==> config.mk <==
export PLATFORM = sky130hd
export DESIGN_NAME = sync_frame_tx
export DESIGN_NICKNAME = d
export VERILOG_FILES = /design/src/rtl/sync_frame_tx.sv
export SDC_FILE = /design/constraint.sdc
export NUM_CORES = 1
export LEC_CHECK = 0
export CAP_MARGIN = 10
export CELL_PAD_IN_SITES_DETAIL_PLACEMENT = 1
export CELL_PAD_IN_SITES_GLOBAL_PLACEMENT = 2
export CORE_AREA = 8 8 68 70
export DETAILED_ROUTE_END_ITERATION = 8
export DIE_AREA = 0 0 76 78
export GPL_TIMING_DRIVEN = 0
export PLACE_DENSITY_LB_ADDON = 0.3
export SETUP_SLACK_MARGIN = 0.05
export SKIP_LAST_GASP = 1
export SYNTH_ARGS = -nofsm -noshare
export SYNTH_HDL_FRONTEND = slang
export SYNTH_SLANG_ARGS = --single-unit
==> constraint.sdc <==
create_clock -name clk -period 2.2 [get_ports clk]
set_input_delay 0.22 -clock clk [delete_from_list [all_inputs] [get_ports clk]]
set_output_delay 0.22 -clock clk [all_outputs]
set_load 0.02 [all_outputs]
==> src/rtl/sync_frame_tx.sv <==
// sync_frame_tx
//   Serial frame transmitter. Each accepted parallel word goes out on a
//   1-bit line as one frame: a fixed sync preamble (MSB-first), the payload
//   (MSB-first), an optional even-parity bit, then GAP_LEN forced-0 cycles.
//
// Ports
//   clk          rising-edge clock
//   rst          asynchronous reset, active low (0 = reset)
//   in_data      payload word, sampled only on handshake
//   in_valid     upstream has a word
//   in_ready     block can accept a word (IDLE and out of reset)
//   out          registered serial line
//   busy         high while a frame is in progress
//   frame_start  one-cycle pulse in the first preamble bit cycle
module sync_frame_tx #(
    parameter int unsigned DATA_W    = 8,
    parameter logic [15:0] SYNC_PAT  = 16'b1101,
    parameter int unsigned SYNC_LEN  = 4,
    parameter int unsigned PARITY_EN = 1,
    parameter int unsigned GAP_LEN   = 2
) (
    input  logic              clk,
    input  logic              rst,
    input  logic [DATA_W-1:0] in_data,
    input  logic              in_valid,
    output logic              in_ready,
    output logic              out,
    output logic              busy,
    output logic              frame_start
);

    localparam int unsigned MAX_SD  = (SYNC_LEN > DATA_W) ? SYNC_LEN : DATA_W;
    localparam int unsigned MAX_LEN = (MAX_SD > GAP_LEN) ? MAX_SD : GAP_LEN;
    localparam int unsigned CW      = $clog2(MAX_LEN + 1);
    // Index of the second preamble bit; clamped so SYNC_LEN=1 still elaborates.
    localparam int unsigned SYNC_TOP = (SYNC_LEN >= 2) ? SYNC_LEN - 2 : 0;

    localparam logic [2:0] IDLE = 3'd0;
    localparam logic [2:0] SYNC = 3'd1;
    localparam logic [2:0] DATA = 3'd2;
    localparam logic [2:0] PAR  = 3'd3;
    localparam logic [2:0] GAP  = 3'd4;

    logic [2:0]        state, state_n;
    logic [CW-1:0]     cnt, cnt_n;
    logic [DATA_W-1:0] shreg, shreg_n;
    logic              parity, parity_n;
    logic              out_n;
    logic              fs_n;
    logic [3:0]        sync_idx;
    logic              handshake;

    // Reset gates in_ready combinationally so nothing is accepted while held.
    assign in_ready  = rst && (state == IDLE);
    assign handshake = in_valid && in_ready;
    assign busy      = (state == SYNC) || (state == DATA) ||
                       (state == PAR)  || (state == GAP);

    // out is registered, so each branch loads the bit for the *next* cycle:
    // the state names what is currently on the line, cnt its position.
    always_comb begin
        state_n  = state;
        cnt_n    = cnt;
        shreg_n  = shreg;
        parity_n = parity;
        out_n    = 1'b0;
        fs_n     = 1'b0;
        sync_idx = 4'(SYNC_TOP) - 4'(cnt);
        case (state)
            IDLE: begin
                if (handshake) begin
                    state_n  = SYNC;
                    cnt_n    = '0;
                    shreg_n  = in_data;
                    parity_n = 1'b0;
                    out_n    = SYNC_PAT[4'(SYNC_LEN - 1)];
                    fs_n     = 1'b1;
                end
            end
            SYNC: begin
                if (cnt == CW'(SYNC_LEN - 1)) begin
                    state_n  = DATA;
                    cnt_n    = '0;
                    out_n    = shreg[DATA_W-1];
                    parity_n = shreg[DATA_W-1];
                    shreg_n  = shreg << 1;
                end else begin
                    cnt_n = cnt + 1'b1;
                    out_n = SYNC_PAT[sync_idx];
                end
            end
            DATA: begin
                if (cnt == CW'(DATA_W - 1)) begin
                    cnt_n = '0;
                    if (PARITY_EN != 0) begin
                        state_n = PAR;
                        out_n   = parity;
                    end else begin
                        state_n = GAP;
                    end
                end else begin
                    cnt_n    = cnt + 1'b1;
                    out_n    = shreg[DATA_W-1];
                    parity_n = parity ^ shreg[DATA_W-1];
                    shreg_n  = shreg << 1;
                end
            end
            PAR: begin
                state_n = GAP;
                cnt_n   = '0;
            end
            GAP: begin
                if (cnt == CW'(GAP_LEN - 1)) begin
                    state_n = IDLE;
                    cnt_n   = '0;
                end else begin
                    cnt_n = cnt + 1'b1;
                end
            end
            default: begin
                state_n = IDLE;
                cnt_n   = '0;
            end
        endcase
    end

    always_ff @(posedge clk or negedge rst) begin
        if (!rst) begin
            state       <= IDLE;
            cnt         <= '0;
            shreg       <= '0;
            parity      <= 1'b0;
            out         <= 1'b0;
            frame_start <= 1'b0;
        end else begin
            state       <= state_n;
            cnt         <= cnt_n;
            shreg       <= shreg_n;
            parity      <= parity_n;
            out         <= out_n;
            frame_start <= fs_n;
        end
    end

endmodule
==> flow_summary.toml <==
[status]
status = "complete, no violations"

[worst_setup_path]
r2r_slack_ps = 160
crit_family = "flip-flops"
r2r-start = "cnt[0]"
worstSetupEndpointType = "flop"
reg2reg_depth = 4
cp.arrival_ps = 2230
cpPeakStageDelay_ps = 480
slowest_stage = "dfrtp_1"
crit_buf_inv = 0
cp_max_fo = 9
cp.required_ps = 2390
start_kind = "flop"
path_class = "flop to flop"
reg2reg_to = "shreg[2]"
crit_chain = "ha_1, nand3b_1, a21oi_4, mux2_4"

[placement]
pre_cts_slack_ps = -379
io_buffer_count = 14
place_inst = 171
finalWeightedCongestion = 0.770
dp_hpwl_mm = 1.85

[floorplan]
initial_core_util_pct = 34.5
core_sq_um = 3550
rows = 22
boundaryPins = 15
die_w_um = 76
die_area_sq_um = 5930
die_y_um = 78

[clock_network]
clk_latency_ps = 300
cts-root-buf = "clkbuf_4"
cts_buffers = 3
cts.sinks = 18
clkTransAtPathRegs_ps = 110
clock_path_buffers = 2
cts_setup_buffers = 0
cts_tree = "built"
cts_max_level = 1
hold_buffers = 0

[finish]
layout.cells.non_filler = 176
final_common_cell = "dfrtp_1"
diodes = 0
nNetsFinal = 144
fillers = 406
area_growth_pct = 20.6
final_cell_mix = "18 x dfrtp_1, 11 x clkdlybuf4s50_1, 8 x mux2_4, 6 x nor2_1"
drive_above_1_share_pct = 23.4

[pwr]
p_total_uw = 2280
leakagePower_uw = 0.000662
power.density_nw_per_um2 = 1540
ir_drop_mv = 0.579

[drt]
drt-wirelength-per-cell_um = 14.9
vias = 862
first_pass_iters = 4
first_iter_violations = 27
drt_wl_total_mm = 2.62
drc_errors = 0
antenna_left = 0
vias_per_cell = 4.90

[logic_synthesis]
syn_avg_cell_area_sq_um = 11.2
synthArstFlopShare_pct = 100
synthCells = 109
synth.distinct_cells = 39
synth_seq_area_share_pct = 36.7
netlist.area_leader.share_pct = 36.7
netlist_area_sq_um = 1230
yosysTopAreaCell = "dfrtp_1"
syn-num-nets = 124
synth-edff-count = 0
synthTopCellsByArea = "dfrtp_1 37%, mux2_4 9.8%, buf_6 4.6%, mux2_1 4.6%, ha_1 4.1%"
yosysWarnings = 0
synthFlopType = "dfrtp_1"
synth-seq-cells = 18

[global_route]
first_global_vias = 976
grt_use_total_pct = 9.10
grt_pass1_wl_mm = 4.55
grt_overflow = 0
grt_max_degree = 23
antenna_found_initial = 0

[timing]
skew_ps = 4.66
worstMarginPinSlew_ps = 1000
holdWs_ps = 190
max_slew_margin_pct = 33.4
layout_setup_ws_ps = 165
period_share_pct = 92.5
maxSlewViolCount = 0
fmax_ghz = 0.491
hold_viol_final = 0
rsz0062_at_grt = "yes"
min_period_ps = 2040
final-setup-viol-count = 0

[hold_path]
holdCritPathClass = "primary input to async pin"

[flow_run]
cap_viol_max_count = 0
## stage by stage
| stage | area (sq um) | TNS, ps | utilization (%) |
|---|---|---|---|
| floorplan | 1230 | 0 | - |
| global placement | 1430 | -3770 | 40.2 |
| detailed placement | 1430 | -4080 | 40.2 |
| CTS | 1460 | 0 | 41.1 |
| global route | 1480 | 0 | 41.6 |
| finish | 1480 | 0 | 41.6 |
## area by class of cell
class / instances / area (sq um) / area share (%)
multi-input cells: 81 / 708 / 47.9
flip-flops and latches: 18 / 450 / 30.5
repair buffers: 14 / 140 / 9.48
plain buffers: 7 / 68.8 / 4.65
well taps: 48 / 60.1 / 4.06
clock buffers: 4 / 36.3 / 2.45
inverters: 4 / 15.0 / 1.02
## how the worst max path moves through the flow
stage / slack (ps) / start / cells past startpoint / endpoint
2_1_floorplan: 460 / cnt[0] / 5 / shreg[0]
3_3_place_gp: -340 / rst / 5 / shreg[2]
3_5_place_dp: -380 / rst / 5 / shreg[1]
4_1_cts: 90 / state[0] / 4 / busy
5_1_grt: 30 / cnt[0] / 4 / shreg[0]
6_report: 160 / cnt[0] / 4 / shreg[2]
## state kept, by name, summed over array words and instances, names as in the netlist
signal	flops
out	1
shreg	8
frame_start	1
parity	1
cnt	4
state	3
## what timing repair did
| action | in CTS | in global routing |
|---|---|---|
| setup endpoints to repair | 9 | 9 |
| cloned | 0 | 1 |
| pin swaps | 0 | 0 |
| gates resized for setup | 2 | 2 |
## layer usage
metal  vias to the layer above  wire length, um  track usage, %
met3                         4               66            1.73
met4                         0               28            3.53
met2                        10             1310            15.6
met1                       421             1220            11.0
li1                        427                -               -
met5                         -                0               0
## cells by family (layout without fill, tap and decap cells)
group                    Yosys count  after routing  share of synthesized area, %
multiplexers                      16             16                          17.0
XOR/XNOR                           4              4                          2.86
AND/OR/NAND/NOR                   33             33                          16.7
buffers and inverters             11             29                          6.84
flip-flops                        18             18                          36.7
adder cells (fa/ha/maj)            4              4                          4.08
AO/OA/AOI/OAI                     23             24                          15.7
## power breakdown
part	leakage [uW]	internal (uW)	total, uW	switching (uW)
clock	0.0000210	101	212	111
combinational	0.000416	788	1470	681
sequential	0.000225	482	600	118
## cells in the mapped netlist (all sizes together), types with 2 or more instances
master	number
dfrtp	18
mux2	15
a21oi	7
buf	7
nor2	7
nor3b	5
ha	4
inv	4
nand2	4
nor2b	4
o21ai	4
nand3	3
nand3b	3
nor3	3
a211o	2
o221ai	2
xnor2	2
xor2	2
No activity file was read; power rests on OpenSTA's default activity.
